$ cat src/rtl/window_pkg.sv
// Shared widths and types for the 3x3 window generator.
// A window row packs three pixels: [7:0]=left, [15:8]=centre, [23:16]=right.
package window_pkg;

  localparam int PIX_W = 8;
  localparam int ROW_W = 3 * PIX_W;

  typedef logic [ROW_W-1:0] win_row_t;

  // Newest pixel enters the right column; the old left column drops out.
  function automatic win_row_t shift_in(input win_row_t row, input logic [PIX_W-1:0] pix);
    return {pix, row[ROW_W-1:PIX_W]};
  endfunction

endpackage

$ cat src/rtl/line_buffer.sv
// Single-line delay: dout is the value written DEPTH enables earlier.
// Circular RAM addressed by one wrapping pointer (read before write at the same slot).
module line_buffer #(
  parameter int DEPTH = 256,
  parameter int WIDTH = 8
) (
  input  logic             clk,
  input  logic             rst,
  input  logic             en,
  input  logic [WIDTH-1:0] din,
  output logic [WIDTH-1:0] dout
);

  localparam int PW = $clog2(DEPTH);
  localparam logic [PW-1:0] PTR_LAST = PW'(DEPTH - 1);

  logic [WIDTH-1:0] mem_q [DEPTH];
  logic [PW-1:0]    ptr_q;

  assign dout = mem_q[ptr_q];

  always_ff @(posedge clk) begin
    if (rst) begin
      ptr_q <= '0;
    end else if (en) begin
      ptr_q <= (ptr_q == PTR_LAST) ? '0 : ptr_q + PW'(1);
    end
  end

  // NOTE: the RAM has no reset so it maps onto block/distributed memory;
  // stale contents are never observed because the counters mask rows 0/1.
  always_ff @(posedge clk) begin
    if (en) begin
      mem_q[ptr_q] <= din;
    end
  end

endmodule

$ cat src/rtl/window_gen.sv
// Streaming 3x3 window generator: two line buffers feed three horizontal
// shift registers; a registered window is emitted for every interior centre.
module window_gen
  import window_pkg::*;
#(
  parameter int IMG_W = 256,
  parameter int IMG_H = 256
) (
  input  logic             clk,
  input  logic             rst,
  input  logic             pix_valid,
  input  logic [PIX_W-1:0] pix_in,
  input  logic             sof,
  output win_row_t         win_out [0:2],
  output logic             win_valid,
  output logic             frame_done
);

  localparam int CW = $clog2(IMG_W);
  localparam int RW = $clog2(IMG_H);
  localparam logic [CW-1:0] COL_LAST = CW'(IMG_W - 1);
  localparam logic [RW-1:0] ROW_LAST = RW'(IMG_H - 1);

  logic [CW-1:0]    col_q, col_d, cur_col;
  logic [RW-1:0]    row_q, row_d, cur_row;
  logic [PIX_W-1:0] lb1_dout, lb2_dout;
  win_row_t         top_q, mid_q, bot_q;
  win_row_t         top_d, mid_d, bot_d;
  win_row_t         win_q [0:2];
  logic             win_valid_q, frame_done_q;
  logic             win_fire, at_last;

  line_buffer #(.DEPTH(IMG_W), .WIDTH(PIX_W)) u_lb1 (
    .clk  (clk),
    .rst  (rst),
    .en   (pix_valid),
    .din  (pix_in),
    .dout (lb1_dout)
  );

  line_buffer #(.DEPTH(IMG_W), .WIDTH(PIX_W)) u_lb2 (
    .clk  (clk),
    .rst  (rst),
    .en   (pix_valid),
    .din  (lb1_dout),
    .dout (lb2_dout)
  );

  // NOTE: every output of this block gets a default first so no path
  // leaves a signal unassigned, which would otherwise infer a latch.
  always_comb begin
    cur_col  = sof ? '0 : col_q;
    cur_row  = sof ? '0 : row_q;
    win_fire = pix_valid && (cur_row >= RW'(2)) && (cur_col >= CW'(2));
    at_last  = (cur_row == ROW_LAST) && (cur_col == COL_LAST);
    col_d    = col_q;
    row_d    = row_q;
    top_d    = top_q;
    mid_d    = mid_q;
    bot_d    = bot_q;
    if (pix_valid) begin
      top_d = shift_in(top_q, lb2_dout);
      mid_d = shift_in(mid_q, lb1_dout);
      bot_d = shift_in(bot_q, pix_in);
      if (cur_col == COL_LAST) begin
        col_d = '0;
        row_d = (cur_row == ROW_LAST) ? '0 : cur_row + RW'(1);
      end else begin
        col_d = cur_col + CW'(1);
        row_d = cur_row;
      end
    end
  end

  // NOTE: sequential state uses non-blocking assignments so every register
  // samples the pre-edge values regardless of statement order.
  always_ff @(posedge clk) begin
    if (rst) begin
      col_q        <= '0;
      row_q        <= '0;
      top_q        <= '0;
      mid_q        <= '0;
      bot_q        <= '0;
      win_q        <= '{default: '0};
      win_valid_q  <= 1'b0;
      frame_done_q <= 1'b0;
    end else begin
      col_q        <= col_d;
      row_q        <= row_d;
      top_q        <= top_d;
      mid_q        <= mid_d;
      bot_q        <= bot_d;
      win_valid_q  <= win_fire;
      frame_done_q <= win_fire && at_last;
      if (win_fire) begin
        win_q[0] <= top_d;
        win_q[1] <= mid_d;
        win_q[2] <= bot_d;
      end
    end
  end

  assign win_out    = win_q;
  assign win_valid  = win_valid_q;
  assign frame_done = frame_done_q;

endmodule

$ cat config.mk
export PLATFORM = sky130hd
export DESIGN_NAME = window_gen
export DESIGN_NICKNAME = d
export VERILOG_FILES = /design/src/rtl/window_pkg.sv /design/src/rtl/line_buffer.sv /design/src/rtl/window_gen.sv
export SDC_FILE = /design/constraint.sdc
export NUM_CORES = 2
export LEC_CHECK = 0
export ABC_AREA = 1
export CORE_MARGIN = 5
export CORE_UTILIZATION = 47
export CTS_BUF_LIST = sky130_fd_sc_hd__clkbuf_8
export CTS_CLUSTER_SIZE = 16
export DETAILED_ROUTE_END_ITERATION = 12
export PLACE_DENSITY = 0.7
export SLEW_MARGIN = 20
export SYNTH_ARGS = -nofsm -noshare
export SYNTH_HDL_FRONTEND = slang
export SYNTH_SLANG_ARGS = --single-unit
$ cat constraint.sdc
create_clock -name clk -period 6.75 [get_ports clk]
set_clock_uncertainty 0.15 [all_clocks]
set_input_delay 1.0125 -clock clk [delete_from_list [all_inputs] [get_ports clk]]
set_output_delay 1.0125 -clock clk [all_outputs]
set_load 0.05 [all_outputs]
==> After elaboration in Yosys (flattened, before gate mapping) <==
Memories as Yosys holds them, arrays and structs flattened. A register that Yosys moved wholly into a read port is not among the register bits.
Cells that the tools add are included.
{ "word_totals": {"wordCells": 44, "inputBits": 12, "memories": 2, "regBits": 178, "mem_bits_rw": 4096} }
{ "classes": {"n_lt_le_gt_ge": 2, "n_eq_ne": 4, "n_addsub": 4, "n_reduce_logical": 4, "muxes": 16} }
{ "memory_table": {"columns": ["memory", "words", "word_bits", "rd", "rd_clocked_by_memory_dff", "wr", "line_no", "source"], "rows": [
  ["u_lb1.mem_q", 256, 8, 1, 1, 1, "line_buffer.sv:17", "logic [WIDTH-1:0] mem_q [DEPTH];"],
  ["u_lb2.mem_q", 256, 8, 1, 1, 1, "line_buffer.sv:17", null]
]} }
{ "op_table": {"columns": ["operator", "n"], "rows": [
  ["8-bit 2-to-1 mux", 11],
  ["24-bit 2-to-1 mux", 3],
  ["8-bit by 1-bit adder with 8-bit output, second input constant", 4],
  ["8-bit == test, second input constant", 4],
  ["8-bit by 2-bit greater-or-equal comparator with 1-bit output, second input constant", 2],
  ["1-bit logical AND", 4],
  ["1-bit 2-to-1 mux", 2]
]} }

==> Logic depth before layout (Yosys ltp) <==
{ "logic_depth": {"depth_word": 5, "depth_mapped": 17, "depth_no_buf": 13} }

==> Modules after synthesis <==
Synthesis repeated with hierarchy kept, for this count alone.
{ "unflattened": {"hier_cells": 15105, "area_unflattened_um2": 174630.0} }
{ "by_module_without_submodules": {"columns": ["mod", "seq_area_each_um2", "area_per_inst_um2", "cells_each", "n_inst"], "rows": [
  ["line_buffer", 61819.3, 83779.1, 7038, 2],
  ["window_gen", 3243.1, 7071.8, 1029, 1]
]} }

==> Worst setup path after synthesis <==
Ideal clock, no wire load.
{ "synth_path": {"path_type": "register to register", "from": "register (tool-made name)", "to": "memory u_lb2.mem_q[0][6], data pin", "required_ps": 5732, "slack_ps": 1032, "path_buffers": 4, "t_arrival_ps": 4701, "setup_ps": 868, "path_stages_with_launch": 15, "cell_sequence": "dfxtp_1 > buf_4 > inv_4 > buf_6 > buf_8 > buf_6 > nand2_1 > nand3_1 > nand3_1 > nand3_1 > nand3_1 > nand3_1 > nand3_1 > nand3_1 > and2_1"} }
{ "synth_lines": {"columns": ["element", "line_no"], "rows": [
  ["end, declared", "line_buffer.sv:17"]
]} }

==> impl_metrics.env <==
export IMPL_wl_per_cell_um=23.4
export IMPL_ant_nets=0
export IMPL_netlist_area_um2=173000
export IMPL_timing_critical_path_slowest_stage_cell="and2_4"
export IMPL_relSlewSlack_pct=17.3
export IMPL_crit_buf_inv=3
export IMPL_first_global_vias=108920
export IMPL_clockBufferDepth=4
export IMPL_outcome="finished, final reports clean"
export IMPL_setup_viol=0
export IMPL_drive_above_1_share_pct=7.15
export IMPL_area_growth_pct=9.49
export IMPL_track_usage_pct=23.6
export IMPL_vdd_drop_max_uv=204
export IMPL_cts_sinks=4290
export IMPL_fin_util_pct=51.5
export IMPL_synth_area_leaders="edfxtp_1 71%, nand3_1 12%, nand2_1 9.1%"
export IMPL_path_class="reg -> reg"
export IMPL_final_setup_worst_slack_ns=1.44
export IMPL_antenna_found_initial=9
export IMPL_vias=115400
export IMPL_finalMaxSlewViolations=0
export IMPL_cts_resized_gates=0
export IMPL_ys_seq_area_share_pct=73.2
export IMPL_synth_area_leader_cell="edfxtp_1"
export IMPL_drc_errors=0
export IMPL_cts_tree="yes"
export IMPL_root_buffer="clkbuf_8"
export IMPL_io_buffers=85
export IMPL_synth_simple_area_share_pct=22.5
export IMPL_grt_pass1_wl_um=693000
export IMPL_num_rows=223
export IMPL_drt_iter0_markers=14896
export IMPL_h_tree_depth=6
export IMPL_cpMostUsedCell="nand3_1"
export IMPL_dr_pass1_iters=6
export IMPL_worstSkewPairLatency_ns=1.24
export IMPL_power_leakage_nw=66.1
export IMPL_start_kind="flip-flop"
export IMPL_hold_start="pix_in[0]"
export IMPL_cp_num_cells=12
export IMPL_synth_avg_cell_area_um2=11.8
export IMPL_start_util_pct=47.1
export IMPL_grt_overflow_total=0
export IMPL_reg2reg_to="u_lb2.mem_q[230][3]"
export IMPL_required_ns=7.39
export IMPL_yosysTopAreaCellShare_pct=70.9
export IMPL_die_h_um=617
export IMPL_synth_flop_cell="edfxtp_1"
export IMPL_use_met3_pct=5.24
export IMPL_synth_most_common_cell="nand2_1"
export IMPL_synth_seq_cells=4290
export IMPL_min_path_type="in -> reg"
export IMPL_synth_common_cells="4221 x nand2_1, 4116 x nand3_1, 4096 x edfxtp_1"
export IMPL_gp_congestion=0.866
export IMPL_post_cts_buffers=0
export IMPL_grt_max_degree=257
export IMPL_critPathMaxFanout=175
export IMPL_critPathTopFamily="simple AND/OR/NAND/NOR gates"
export IMPL_synth_adder_area_share_pct=0.0866
export IMPL_synth_compound_area_share_pct=0.704
export IMPL_powerDensity_nw_per_um2=285
export IMPL_hold_buffers=1
export IMPL_vias_per_cell=5.78
export IMPL_async_flop_share_pct=0
export IMPL_synth_edff_count=4096
export IMPL_synth_cell_type_count=40
export IMPL_gr_usage_met1_pct=32.4
export IMPL_hpwl_um=255000
export IMPL_cp_slowest_stage_delay_ns=0.85
export IMPL_die_area_um2=381000
export IMPL_fillers=30984
export IMPL_coreArea_um2=368000
export IMPL_min_path_cells=1
export IMPL_synth_xor_area_share_pct=0.0101
export IMPL_cts_buffers=667
export IMPL_clkTransAtPathRegs_ns=0.06
export IMPL_worstSetupEndpointType="flip-flop"
export IMPL_synth_top_family_by_area="simple AND/OR/NAND/NOR gates"
export IMPL_worst_ep_arrival_time_ns=5.94
export IMPL_rsz0062_at_grt="no"
export IMPL_power_mw=54.0
export IMPL_tightest_slew_ns=1.24
export IMPL_pre_cts_ws_ns=1.74
export IMPL_muxShareOfSynthArea_pct=0.323
export IMPL_die_x_um=617
export IMPL_gr_usage_met2_pct=36.0
export IMPL_grt_most_used_layer="met2"
export IMPL_ys_warnings_count=0
export IMPL_fin_crit_sh_pct=78.6
export IMPL_netlist_instances=14666
export IMPL_wirelength_um=467000
export IMPL_synth_fp_nets=14690
export IMPL_hold_viol_final=0
export IMPL_holdPathEnd="u_lb1.mem_q[67][0]"
export IMPL_post_route_min_period_ns=5.31
export IMPL_path_cells="inv_16 > buf_12 > nand2_1 > nand3_1 > nand3_1 > nand3_1 > nand3_1 > nand3_1 > nand3_1 > nand3_1 > and2_4 > buf_4"
export IMPL_final_nets=14636
export IMPL_r2r_cells=12
export IMPL_io_pins=86
export IMPL_fin_tns_setup_ns=0
export IMPL_fmax_mhz=188
export IMPL_cap_violations=0
export IMPL_r2r_setup_slack_ns=1.44
[metrics by stage]
step	hold slack [ns]	area, um2	cells
4_1_cts	0.0526	190000	19973
2_1_floorplan	0.295	173000	14666
3_3_place_gp	0.298	178000	18778
5_1_grt	0.0957	190000	19977
3_5_place_dp	0.304	178000	18778
6_report	0.112	190000	19979
[area by class of cell]
| cell class | count | area, um2 | share of cell area, % |
|---|---|---|---|
| diodes | 5 | 12.5 | 0.00659 |
| clock buffers | 683 | 9400 | 4.95 |
| clock inverters | 511 | 2690 | 1.42 |
| inverters | 99 | 454 | 0.239 |
| multi-input cells | 9265 | 41100 | 21.7 |
| flip-flops and latches | 4290 | 127000 | 66.9 |
| well taps | 4837 | 6050 | 3.19 |
| repair buffers | 289 | 3180 | 1.67 |
[worst max path at each step]
stage / from / to / slack [ns]
6_report: flip-flop / u_lb2.mem_q[230][3] / 1.44
3_3_place_gp: flip-flop / u_lb2.mem_q[200][3] / 1.75
4_1_cts: flip-flop / u_lb2.mem_q[230][3] / 1.71
3_5_place_dp: flip-flop / u_lb2.mem_q[201][3] / 1.74
2_1_floorplan: flip-flop / u_lb2.mem_q[0][6] / 1.03
5_1_grt: flip-flop / u_lb2.mem_q[230][3] / 1.36
[layout by cell type, fill, tap and decap left out, types with 10 or more instances in the layout]
cell / instances
nand2_1: 4203
clkinv_1: 149
clkdlybuf4s50_1: 72
mux2i_1: 56
o21ai_0: 15
ha_1: 12
nand2_2: 17
nand3_1: 4104
nand3_2: 12
inv_12: 11
edfxtp_1: 4096
nor3_1: 20
o21a_1: 72
clkinv_2: 47
inv_6: 12
a21oi_1: 103
inv_8: 23
bufinv_16: 10
nor2_1: 605
clkbuf_8: 683
buf_4: 146
dfxtp_1: 184
inv_1: 334
buf_12: 59
[flip-flops by register name, indices dropped and copies added (netlist names), named ones only]
register,count
row_q,8
u_lb2.ptr_q,8
bot_q,24
u_lb2.mem_q,2048
top_q,24
win_valid,1
mid_q,24
frame_done,1
u_lb1.ptr_q,8
col_q,8
u_lb1.mem_q,2048
win_out,72
[worst register-to-register path: stages, from the launching register on]
cell and delay (ns):
dfxtp_4 0.47, inv_16 0.53, buf_12 0.60, nand2_1 0.16
nand3_1 0.09, nand3_1 0.09, nand3_1 0.17, nand3_1 0.15
nand3_1 0.20, nand3_1 0.25, nand3_1 0.26, and2_4 0.85
buf_4 0.96
[routing by layer]
layer / part of all wire, % / vias to the layer above
li1: - / 52088
met1: 39 / 55896
met2: 46 / 6292
met3: 10 / 1116
met4: 5.0 / 8
met5: 0.011 / -
[report_power, final]
group / total [mW] / switching [mW] / internal, mW
clock: 20.1 / 10.3 / 9.88
combinational: 4.12 / 3.20 / 0.927
sequential: 29.7 / 0.0473 / 29.7
[cells by family (layout without fill, tap and decap cells)]
logic type,count (synthesis),count (layout)
adder cells (fa/ha/maj),12,12
AO/OA/AOI/OAI,202,202
flip-flops,4290,4290
multiplexers,56,56
buffers and inverters,1111,1582
other,0,5
AND/OR/NAND/NOR,8993,8993
XOR/XNOR,2,2
(Power assumes the default switching activity.)
